`src/rtl/hidden_cpu_pkg.sv`:
```
// hidden_cpu_pkg: opcode, SYS sub-code and FSM state types
// shared by the core, the ALU and the instruction-source side.
package hidden_cpu_pkg;

  typedef enum logic [2:0] {
    OP_ADD,
    OP_SUB,
    OP_AND,
    OP_XOR,
    OP_MOV,
    OP_ST,
    OP_LD,
    OP_SYS
  } opcode_t;

  localparam int SYS_BCS = 0;
  localparam int SYS_TGL = 1;
  localparam int SYS_CLC = 2;

  typedef enum logic [1:0] {
    ST_CLEAR,
    ST_EXEC,
    ST_LOAD
  } state_t;

endpackage

```
`src/rtl/hidden_cpu_if.sv`:
```
// hidden_cpu_if: instruction fetch bus (instr/valid/ready + pc).
// master = instruction source, slave = core.
interface hidden_cpu_if #(
  parameter int NREG = 4,
  parameter int PC_W = 8
);
  localparam int RA_W    = $clog2(NREG);
  localparam int INSTR_W = 3 + 2 * RA_W;

  logic [INSTR_W-1:0] instr;
  logic               instr_valid;
  logic               instr_ready;
  logic [PC_W-1:0]    pc;

  modport master (
    output instr,
    output instr_valid,
    input  instr_ready,
    input  pc
  );

  modport slave (
    input  instr,
    input  instr_valid,
    output instr_ready,
    output pc
  );
endinterface

```
`src/rtl/hidden_cpu_alu.sv`:
```
// hidden_cpu_alu: combinational ALU. in: op, a, b.
// out: res, cOut (carry / borrow), flagWe (op updates carry).
module hidden_cpu_alu
  import hidden_cpu_pkg::*;
#(
  parameter int DATA_W = 8
) (
  input  opcode_t           op,
  input  logic [DATA_W-1:0] a,
  input  logic [DATA_W-1:0] b,
  output logic [DATA_W-1:0] res,
  output logic              cOut,
  output logic              flagWe
);

  always_comb begin
    res    = a;
    cOut   = 1'b0;
    flagWe = 1'b0;
    case (op)
      OP_ADD: begin
        {cOut, res} = {1'b0, a} + {1'b0, b};
        flagWe      = 1'b1;
      end
      OP_SUB: begin
        // bit DATA_W of the widened difference is the borrow
        {cOut, res} = {1'b0, a} - {1'b0, b};
        flagWe      = 1'b1;
      end
      OP_AND: res = a & b;
      OP_XOR: res = a ^ b;
      OP_MOV: res = b;
      default: res = a;
    endcase
  end

endmodule

```
`src/rtl/hidden_cpu_core.sv`:
```
// hidden_cpu_core: parametrised register CPU. ports: clk, rst,
// bus (instr fetch slave), carry, dout (r[NREG-1] or pc).
module hidden_cpu_core
  import hidden_cpu_pkg::*;
#(
  parameter int DATA_W    = 8,
  parameter int NREG      = 4,
  parameter int MEM_DEPTH = 16,
  parameter int PC_W      = 8
) (
  input  logic              clk,
  input  logic              rst,
  hidden_cpu_if.slave       bus,
  output logic              carry,
  output logic [DATA_W-1:0] dout
);

  localparam int RA_W    = $clog2(NREG);
  localparam int ADDR_W  = $clog2(MEM_DEPTH);
  localparam int INSTR_W = 3 + 2 * RA_W;

  opcode_t          op;
  logic [RA_W-1:0]  ra;
  logic [RA_W-1:0]  rb;

  assign op = opcode_t'(bus.instr[INSTR_W-1 -: 3]);
  assign ra = bus.instr[2*RA_W-1 -: RA_W];
  assign rb = bus.instr[RA_W-1:0];

  logic [DATA_W-1:0] rf  [NREG];
  logic [DATA_W-1:0] mem [MEM_DEPTH];

  state_t            stateQ;
  state_t            stateD;
  logic [ADDR_W-1:0] clrCnt;
  logic [ADDR_W-1:0] memAddr;
  logic [RA_W-1:0]   ldDst;
  logic [DATA_W-1:0] rdData;
  logic [PC_W-1:0]   pcQ;
  logic [PC_W-1:0]   brOff;
  logic              outSel;
  logic              ready;
  logic              accept;

  logic [DATA_W-1:0] va;
  logic [DATA_W-1:0] vb;
  logic [DATA_W-1:0] aluRes;
  logic              aluCarry;
  logic              aluFlagWe;

  logic              isSys;
  logic              takeBr;
  logic              regWe;
  logic              wrEn;
  logic [RA_W-1:0]   wrAddr;
  logic [DATA_W-1:0] wrData;

  assign va      = rf[ra];
  assign vb      = rf[rb];
  assign memAddr = vb[ADDR_W-1:0];

  assign ready  = (stateQ == ST_EXEC);
  assign accept = bus.instr_valid && ready;

  assign isSys  = (op == OP_SYS);
  assign takeBr = isSys && (rb == RA_W'(SYS_BCS)) && carry;
  assign regWe  = (op != OP_ST) && (op != OP_LD) && !isSys;

  // signed cast widens by sign, narrower PC simply truncates
  assign brOff = PC_W'(signed'(va));

  assign bus.instr_ready = ready;
  assign bus.pc          = pcQ;
  assign dout = outSel ? DATA_W'(pcQ) : rf[NREG-1];

  hidden_cpu_alu #(
    .DATA_W (DATA_W)
  ) u_alu (
    .op     (op),
    .a      (va),
    .b      (vb),
    .res    (aluRes),
    .cOut   (aluCarry),
    .flagWe (aluFlagWe)
  );

  always_comb begin
    stateD = stateQ;
    case (stateQ)
      ST_CLEAR:
        if (clrCnt == ADDR_W'(MEM_DEPTH - 1))
          stateD = ST_EXEC;
      ST_EXEC:
        if (accept && op == OP_LD)
          stateD = ST_LOAD;
      ST_LOAD:
        stateD = ST_EXEC;
      default:
        stateD = ST_CLEAR;
    endcase
  end

  // single register write port: load return wins the LOAD cycle
  always_comb begin
    wrEn   = 1'b0;
    wrAddr = ra;
    wrData = aluRes;
    if (stateQ == ST_LOAD) begin
      wrEn   = 1'b1;
      wrAddr = ldDst;
      wrData = rdData;
    end else if (accept && regWe) begin
      wrEn = 1'b1;
    end
  end

  always_ff @(posedge clk) begin
    if (rst) begin
      stateQ <= ST_CLEAR;
      clrCnt <= '0;
      pcQ    <= '0;
      carry  <= 1'b0;
      outSel <= 1'b0;
      ldDst  <= '0;
    end else begin
      stateQ <= stateD;
      if (stateQ == ST_CLEAR)
        clrCnt <= clrCnt + ADDR_W'(1);
      if (accept) begin
        pcQ <= takeBr ? pcQ + brOff : pcQ + PC_W'(1);
        if (aluFlagWe)
          carry <= aluCarry;
        if (isSys && rb == RA_W'(SYS_CLC))
          carry <= 1'b0;
        if (isSys && rb == RA_W'(SYS_TGL))
          outSel <= !outSel;
        if (op == OP_LD)
          ldDst <= ra;
      end
    end
  end

  always_ff @(posedge clk) begin
    if (rst) begin
      for (int i = 0; i < NREG; i++)
        rf[i] <= DATA_W'(i);
    end else if (wrEn) begin
      rf[wrAddr] <= wrData;
    end
  end

  // memory has no reset; the CLEAR walk zeroes it
  always_ff @(posedge clk) begin
    if (!rst) begin
      if (stateQ == ST_CLEAR)
        mem[clrCnt] <= '0;
      else if (accept && op == OP_ST)
        mem[memAddr] <= va;
      if (accept && op == OP_LD)
        rdData <= mem[memAddr];
    end
  end

endmodule

```
`src/flat_wrapper.sv`:
```
// flat-port wrapper written by rule: the top's interface ports become plain ports
module hidden_cpu_core_flat import hidden_cpu_pkg::*;
#(
  parameter int DATA_W    = 8,
  parameter int NREG      = 4,
  parameter int MEM_DEPTH = 16,
  parameter int PC_W      = 8
)
  (clk, rst, carry, dout, bus_instr, bus_instr_valid, bus_instr_ready, bus_pc);
  hidden_cpu_if #(.NREG(NREG), .PC_W(PC_W)) bus_i ();
  input  logic clk;
  input  logic rst;
  output logic carry;
  output logic [DATA_W-1:0] dout;
  input wire logic [$bits(bus_i.instr)-1:0] bus_instr;
  input wire logic [$bits(bus_i.instr_valid)-1:0] bus_instr_valid;
  output wire logic [$bits(bus_i.instr_ready)-1:0] bus_instr_ready;
  output wire logic [$bits(bus_i.pc)-1:0] bus_pc;
  assign bus_i.instr = bus_instr;
  assign bus_i.instr_valid = bus_instr_valid;
  assign bus_instr_ready = bus_i.instr_ready;
  assign bus_pc = bus_i.pc;
  hidden_cpu_core #(.DATA_W(DATA_W), .NREG(NREG), .MEM_DEPTH(MEM_DEPTH), .PC_W(PC_W)) u_core (.clk(clk), .rst(rst), .bus(bus_i), .carry(carry), .dout(dout));
endmodule
```
`config.mk`:
```
export PLATFORM = sky130hd
export DESIGN_NAME = hidden_cpu_core_flat
export DESIGN_NICKNAME = d
export VERILOG_FILES = /design/src/rtl/hidden_cpu_pkg.sv /design/src/rtl/hidden_cpu_if.sv /design/src/rtl/hidden_cpu_alu.sv /design/src/rtl/hidden_cpu_core.sv /design/src/flat_wrapper.sv
export SDC_FILE = /design/constraint.sdc
export NUM_CORES = 1
export LEC_CHECK = 0
export BUFFER_PORTS_ARGS = -buffer_cell sky130_fd_sc_hd__buf_2
export CAP_MARGIN = 20
export CORE_UTILIZATION = 50
export DETAILED_ROUTE_END_ITERATION = 7
export PLACE_DENSITY = 0.78
export RECOVER_POWER = 100
export SYNTH_ARGS = -nofsm -noshare
export SYNTH_HDL_FRONTEND = slang
export SYNTH_SLANG_ARGS = --single-unit
```
`constraint.sdc`:
```
create_clock -name clk -period 4 [get_ports clk]
set_clock_uncertainty 0.15 [all_clocks]
set_input_delay 0.8 -clock clk [delete_from_list [all_inputs] [get_ports clk]]
set_output_delay 0.8 -clock clk [all_outputs]
set_load 0.05 [all_outputs]
```
# Word-level counts from Yosys, hierarchy flattened
# Memories as Yosys holds them, arrays and structs flattened. A register that Yosys moved wholly into a read port is not among the register bits.
# Cells that the tools add are included.
# word_totals
reg_bits	18
ram_bits	160
in_bits	10
wordCells	88
memories	2
# op_classes
add_sub_neg	5
n_eq_ne	16
mux	32
n_bitwise	3
n_reduce_logical	24
# mem_list
name	depth	word_bits	read_ports	rd_clocked_by_memory_dff	write_ports	line	rtl
u_core.mem	16	8	1	1	1	hidden_cpu_core.sv:31	logic [DATA_W-1:0] mem [MEM_DEPTH];
u_core.rf	4	8	3	0	4	hidden_cpu_core.sv:30	logic [DATA_W-1:0] rf [NREG];
# ops
operator	n
$mux W8	5
$pmux W8 S5	1
$mux W1	19
$reduce_or A8 Y1	2
$eq A3 B3 Y1 const B	4
$logic_and A1 B1 Y1	10
$reduce_and A2 Y1	5
$add A8 B8 Y9	1
$sub A8 B8 Y9	1
$add A8 B1 Y8 const B	1
$add A8 B8 Y8	1
$and A8 B8 Y8	1
$mux W2	4
$xor A8 B8 Y8	1
$eq A3 B2 Y1 const B	2
$ne A3 B3 Y1 const B	2
$pmux W2 S3	1
$add A4 B1 Y4 const B	1
$eq A2 B1 Y1 const B	2
$eq A2 B2 Y1 const B	2
$eq A4 B4 Y1 const B	1
$logic_not A2 Y1	2
$mux W4	1
$eq A3 B1 Y1 const B	1
other kinds (8)	9

# Logic depth before layout (Yosys ltp)
# Gate-level depths: netlist (run 1).
# logic_depth
word_depth	11
depth_mapped	15
ltp_nobuf	12

# Hierarchy
# A second synthesis (run 1) with hierarchy kept.
# hier_totals
hier_cells	760
hier_area_um2	9598.0
# modules_own_cells
module	instances	cells_per_inst	area_each_um2	seq_area_each_um2
hidden_cpu_core	1	580	8375.5	5405.2
hidden_cpu_alu	1	180	1222.4	0.0

# Worst setup path before layout (run 1)
# Ideal clock, no wire load.
# synth_path
path_type	input-to-reg
from	in bus_instr[1]
to	mem u_core.rf[0][6] (data pin)
arrival_time_ns	3.503
required_time_ns	3.579
path_slack_ns	0.075
path_stages	15
path_buffers	3
path_cell_list	buf_4 > buf_6 > mux2i_1 > mux2_2 > inv_2 > buf_2 > ha_1 > inv_1 > fa_1 > a211oi_1 > o21bai_1 > a21oi_1 > mux2i_1 > o31ai_2 > nor2_1
# synth_rtl
item	line	rtl
start: declaration	flat_wrapper.sv:15	input wire logic [$bits(bus_i.instr)-1:0] bus_instr;
end: declaration	hidden_cpu_core.sv:30	

==> results_dict.tcl, run 1 <==
set metrics [dict create \
    clkSlewWorstSetupHoldPaths_ns 0.08 \
    synth-async-reset-ratio_pct 0 \
    required_ns 4.01 \
    synth_sequential_area_ratio_pct 56.8 \
    detailedRoute.firstIterationViolations 657 \
    post_synthesis_simple_gate_area_fraction_pct 15.9 \
    core.rowCount 50 \
    width_of_the_chip_um 140 \
    placement.cell_area_um2 10000 \
    slew_viol_final 0 \
    drive_gt1_share_pct 10.2 \
    final_core_utilization_pct 56.5 \
    worstSetupStartpointType "input port" \
    drt_total_wl_um 23800 \
    grt_antenna_before_repair 0 \
    grt_util_all_layers_pct 25.5 \
    netSwitchingPower_uw 1200 \
    postRouteAntennaNets 0 \
    clkSinkCount 186 \
    ys_warn_count 0 \
    max-slew-margin-rel_pct 17.4 \
    synth-xor-area-share_pct 0.737 \
    timing.hold.worst.class "reg -> reg" \
    outcome "finished, final reports clean" \
    synth-edff-count 168 \
    netlist.top_cell.by_area "edfxtp_1" \
    nets_in_the_synthesized_netlist 885 \
    cpLargestDelayFamily "compound AO/OA/AOI/OAI gates" \
    r2r_slack_ns 0.50 \
    io_pins 28 \
    clock_tree_from_tritoncts "done" \
    p_leak_uw 0.00363 \
    antenna_cells_inserted 0 \
    p_sw_share_pct 27.4 \
    postCtsResizedCells 0 \
    final_weighted_congestion_in_routability_driven_placement 0.954 \
    fin_tns_setup_ns 0 \
    synth.area.mux_share_pct 8.40 \
    worst_path_most_repeated_cell "o31a_1" \
    synth_compound_area_share_pct 10.4 \
    layout_worst_path_cycle_share_pct 92.1 \
    maximum_number_of_pins_on_one_net_before_global_route_repair 37 \
    synth.ff_latch_count 186 \
    rsz0062_at_grt "false" \
    ctsRootBufferMaster "clkbuf_16" \
    cts-hold-fix-buffers 0 \
    p_int_uw 3180 \
    grt_overflow 0 \
    route.detailed.wl_per_inst_um 20.9 \
    irDropWorstVdd_v 0.000308 \
    detail_route.vias_per_cell 6.15 \
    initial_core_util_pct 51.0 \
    power_frac_clock_pct 39.5 \
    worst-endpoint-arrival_ns 3.70 \
    relative_contribution_of_combinational_cells_to_total_power_pct 11.5 \
    synth_cell_type_count 67 \
    end_kind "flip-flop" \
    global_route_wire_length_before_repair_um 37500 \
    worst_pin_slew_ns 1.23 \
    fmax_mhz 271 \
    cells_after_synth 847 \
    power_density_relative_to_cell_area_nw_per_um2 415 \
    syn_avg_cell_area_um2 11.2 \
    clkLatencyLatePin_ns 0.44 \
    critical-path-slowest-cell "clkbuf_2" \
    placedCellCount 1105 \
    largest_fanout_on_the_critical_path 27 \
    crit_chain "buf_2 -> mux2i_1 -> mux2_1 -> inv_1 -> clkbuf_2 -> ha_1 -> nor2b_1 -> o31a_1 -> o31a_1 -> nand2b_1 -> a211oi_2 -> a211oi_1" \
    synth_top_family_by_area "simple AND/OR/NAND/NOR gates" \
    numCtsBuffers 17 \
    synthAdderAreaFrac_pct 3.92 \
    dpl.hpwl_um 16200 \
    vias 6995 \
    vias_in_the_first_global_route 6722 \
    timing.final.crit_period_ns 3.69 \
    clockBufferDepth 2 \
    postSynth.topFlopCell "edfxtp_1" \
    dieArea_um2 19600 \
    detail_route.first_pass.iterations 5 \
    sequential_power_share_pct 49.0 \
    most_instantiated_cells_after_synthesis "edfxtp_1, nand2_1, nor2_1" \
    final-hold-violation-count 0 \
    setup_violations 0 \
    yosysMostFrequentCell "edfxtp_1" \
    chipHeight_um 140 \
    cts.repair_timing.setup_buffer_count 0 \
    fin_area_um2 10500 \
    cp_slowest_stage_delay_ns 0.57 \
    fp.coreArea_um2 18600 \
    drv_cap 0 \
    finalNonFillerCells 1137 \
    area_growth_syn_to_layout_pct 10.8 \
    cp_num_buf_inv 3 \
    synth_area_um2 9510 \
    portBuffers 27 \
    post_synth_main_area_contributors "edfxtp_1, nand2_1, mux2i_1" \
    htree_num_levels 4 \
    synth_top_cell_area_share_pct 53.1 \
    final_layout_net_count 928 \
    timing.setup.critical_path_class "in -> reg" \
    remaining_drc_errors 0 \
]
## cells in the final DEF (no fill, tap or decap), types with 13 or more instances in the layout
master	instances
mux2i_1	37
edfxtp_1	168
inv_1	33
ha_1	25
dfxtp_1	18
nor3_1	23
nand3_1	41
buf_4	19
mux4_2	13
o21ai_0	24
nor2_1	69
a21oi_1	62
clkbuf_1	39
clkbuf_16	17
nand2_1	140
## flip-flops by register name, summed over array words and instances, names as in the netlist
register       cells
u_core.rdData      8
u_core.mem       128
u_core.bus.pc      8
u_core.carry       1
u_core.ldDst       2
u_core.outSel      1
u_core.stateQ      2
u_core.rf         32
u_core.clrCnt      4
## worst reg2reg max path: stages, from the launching register on
cell,delay (ns)
edfxtp_1,0.43
mux2i_1,0.10
mux2_1,0.33
inv_1,0.13
clkbuf_2,0.57
ha_1,0.27
nor2b_1,0.05
o31a_1,0.26
o31a_1,0.30
nand2b_1,0.18
a211oi_2,0.35
a211oi_1,0.13
## final timing paths
check | endpoint | start | cells past startpoint
worst max-delay path | u_core.rf[2][7] | bus_instr[1] | 12
worst min-delay path | u_core.bus.pc[5] | u_core.bus.pc[5] | 2
worst max register to register | u_core.rf[2][7] | u_core.rf[3][0] | 11
worst min register to register | u_core.bus.pc[5] | u_core.bus.pc[5] | 2
## kinds of logic (layout without fill, tap and decap cells)
logic type | count (synthesis) | after routing
compound gates | 154 | 154
buf+inv | 78 | 134
xor+xnor | 8 | 8
fa+ha+maj | 28 | 28
flops | 186 | 186
mux | 62 | 62
simple gates | 331 | 331
## through the flow
stage	hold slack, ns	setup slack [ns]	total power [µW]
floorplan	0.354	0.0752	2550
global placement	0.337	0.183	2680
detailed placement	0.346	0.0811	2680
CTS	0.357	0.537	4380
global route	0.381	0.181	4510
finish	0.349	0.314	4380
## final cells by class
cell class | instances | area (µm²)
flip-flops and latches | 186 | 5410
inverters | 34 | 130
repair buffers | 68 | 339
well taps | 234 | 293
multi-input cells | 583 | 3740
clock buffers | 17 | 425
fillers | 1580 | 8110
clock inverters | 15 | 204
## power groups by stage
stage	registers, µW	clock network, µW	logic (µW)
3_5_place_dp	2190	0	496
3_3_place_gp	2190	0	491
5_1_grt	2150	1820	543
6_report	2140	1730	502
4_1_cts	2140	1740	501
2_1_floorplan	2180	0	366
## routing by layer
metal  up-vias  GRT usage (%)  routed length [µm]  part of all wire (%)
met3        60           4.79                1870                   7.9
met2       347           41.2               11400                    48
met1      3372           34.1                9830                    41
met5         -              0                   0                     0
met4         0           10.3                 731                   3.1
li1       3216              -                   -                     -
(Power assumes the default switching activity.)
==> run 2, diff against run 1 <==
--- a/config.mk
+++ b/config.mk
@@ -8,9 +8,11 @@
 export BUFFER_PORTS_ARGS = -buffer_cell sky130_fd_sc_hd__buf_2
 export CAP_MARGIN = 20
 export CORE_UTILIZATION = 50
+export CTS_BUF_LIST = sky130_fd_sc_hd__clkbuf_8
 export DETAILED_ROUTE_END_ITERATION = 7
 export PLACE_DENSITY = 0.78
 export RECOVER_POWER = 100
 export SYNTH_ARGS = -nofsm -noshare
 export SYNTH_HDL_FRONTEND = slang
+export SYNTH_HIERARCHICAL = 1
 export SYNTH_SLANG_ARGS = --single-unit
==> results_dict.tcl, run 2 <==
set metrics [dict create \
    width_of_the_chip_um 141 \
    layout_worst_path_cycle_share_pct 93.4 \
    grt_overflow 0 \
    synth-edff-count 168 \
    maximum_number_of_pins_on_one_net_before_global_route_repair 51 \
    cells_after_synth 760 \
    post_synth_main_area_contributors "edfxtp_1, mux2i_1, mux4_2" \
    detail_route.first_pass.iterations 5 \
    syn_avg_cell_area_um2 12.6 \
    finalNonFillerCells 1051 \
    route.detailed.wl_per_inst_um 21.0 \
    drv_cap 0 \
    p_leak_uw 0.00354 \
    synth_top_cell_area_share_pct 52.6 \
    top_register "u_core/mem" \
    slew_viol_final 0 \
    detail_route.vias_per_cell 6.17 \
    worstHoldStart "u_core/bus.pc[4]" \
    synth_area_um2 9600 \
    chipHeight_um 141 \
    synth-async-reset-ratio_pct 0 \
    remaining_drc_errors 0 \
    clkLatencyLatePin_ns 0.47 \
    antenna_cells_inserted 0 \
    cts-hold-fix-buffers 0 \
    setup_violations 0 \
    worst-endpoint-arrival_ns 3.78 \
    vias 6484 \
    synth.ff_latch_count 186 \
    crit-reg2reg-launch "u_core/rf[3][0]" \
    grt_util_all_layers_pct 23.3 \
    max-slew-margin-rel_pct 26.3 \
    most_instantiated_cells_after_synthesis "edfxtp_1, nor2_1, mux2i_1" \
    netlist.top_cell.by_area "edfxtp_1" \
    synth_sequential_area_ratio_pct 56.3 \
    vias_in_the_first_global_route 6218 \
    nets_in_the_synthesized_netlist 798 \
    layout.cells.most_common "edfxtp_1" \
    ctsRootBufferMaster "clkbuf_8" \
    irDropWorstVdd_v 0.000281 \
    cts.repair_timing.setup_buffer_count 0 \
    worst_pin_slew_ns 1.10 \
    numCtsBuffers 17 \
    worstSetupStartpointType "input port" \
    final-hold-violation-count 0 \
    postRouteAntennaNets 0 \
    postCtsResizedCells 0 \
    detailedRoute.firstIterationViolations 584 \
    final_weighted_congestion_in_routability_driven_placement 1.00 \
    final_core_utilization_pct 55.5 \
    drt_total_wl_um 22000 \
    ys_warn_count 6 \
    worst_hold_slack_ns 0.360 \
    portBuffers 27 \
    setup.worst_path.start "bus_instr[0]" \
    fmax_mhz 268 \
    htree_num_levels 4 \
    postSynth.topFlopCell "edfxtp_1" \
    dpl.hpwl_um 15700 \
    end_kind "flip-flop" \
    clockBufferDepth 2 \
    required_ns 4.04 \
    outcome "finished, final reports clean" \
    core.rowCount 50 \
    largest_fanout_on_the_critical_path 23 \
    final_layout_net_count 842 \
    clkSinkCount 186 \
    synth_cell_type_count 69 \
    dieArea_um2 19800 \
    timing.setup.critical_path_class "in -> reg" \
    initial_core_util_pct 51.1 \
    timing.hold.worst.class "reg -> reg" \
    power_density_relative_to_cell_area_nw_per_um2 370 \
    yosysMostFrequentCell "edfxtp_1" \
    fp.coreArea_um2 18800 \
    clock_tree_from_tritoncts "done" \
    timing.final.crit_period_ns 3.74 \
    fillerInstances 1534 \
    io_pins 28 \
    grt_antenna_before_repair 0 \
    clkSlewWorstSetupHoldPaths_ns 0.11 \
    flip_flop_count_of_the_largest_register_all_copies_and_words_added 128 \
    rsz0062_at_grt "false" \
    drive_gt1_share_pct 13.5 \
    placedCellCount 1019 \
    global_route_wire_length_before_repair_um 34200 \
    most-common-layout-cells "edfxtp_1, nor2_1, mux2i_1" \
    reg.largest.list "u_core/mem: 128 flops, u_core/rf: 32 flops" \
    area_growth_syn_to_layout_pct 8.49 \
]
[run 2: cell count changes in the layout (fill, tap and decap cells not counted), moves of 12 or more]
cell / change
mux2i_1: +32
o22ai_1: +12
clkbuf_16: -17
nand2_1: -104
nor3_1: -12
clkbuf_8: +17
a21oi_1: -19
inv_1: -12
nand3_1: -32
[run 2: area by class of cell]
cell class                 count  area (µm²)  share of cell area, %
inverter                      25        95.1                  0.913
timing repair buffer          66         343                   3.29
clock buffer                  17         234                   2.25
clock inverter                15         168                   1.61
multi-input combinational    508        3870                   37.2
tap                          234         293                   2.81
sequential                   186        5410                   51.9
[run 2: path summary, 6_finish.rpt]
kind	endpoint	slack (ns)	cells past startpoint
worst max register to register	u_core/rf[2][6]	0.36	10
worst min register to register	u_core/bus.pc[4]	0.36	2
worst max-delay path	u_core/mem[8][6]	0.26	10
worst min-delay path	u_core/bus.pc[4]	0.36	2
[run 2: layer usage]
layer  track usage (%)  wire length (µm)
met5                 0                 0
met4              11.0               789
met3              4.72              1270
met2              38.2             10700
met1              29.9              9260
[run 2: logic make-up (layout without fill, tap and decap cells)]
group           count (synthesis)  count (layout)  share of synthesized area, %
flops                         186             186                          56.3
buf+inv                        66             123                          3.12
fa+ha+maj                      28              28                          3.88
simple gates                  214             214                          11.3
mux                           111             111                          14.1
xor+xnor                        8               8                         0.730
compound gates                147             147                          10.5
[run 2: report_power, final]
group	internal (µW)	switching (µW)
Combinational	186	308
Clock	476	738
Sequential	2130	18.0
[run 2: worst max-delay path: stages]
cell and delay, ns:
clkbuf_1 0.12, buf_4 0.24, mux4_2 0.58, clkbuf_2 0.29, buf_4 0.30, clkinv_2 0.08
clkbuf_2 0.42, a31oi_1 0.29, nor2_1 0.42, buf_4 0.23
[run 2: metrics by stage]
stage / setup TNS, ns / setup slack, ns / cell area, µm² / power (µW)
after floorplan: 0 / 0.203 / 9600 / 2540
after global placement: -0.162 / -0.0526 / 10100 / 2680
after detailed placement: -0.0287 / -0.0244 / 10100 / 2680
after CTS: 0 / 0.476 / 10500 / 3880
after global routing: 0 / 0.134 / 10400 / 4000
final: 0 / 0.264 / 10400 / 3860
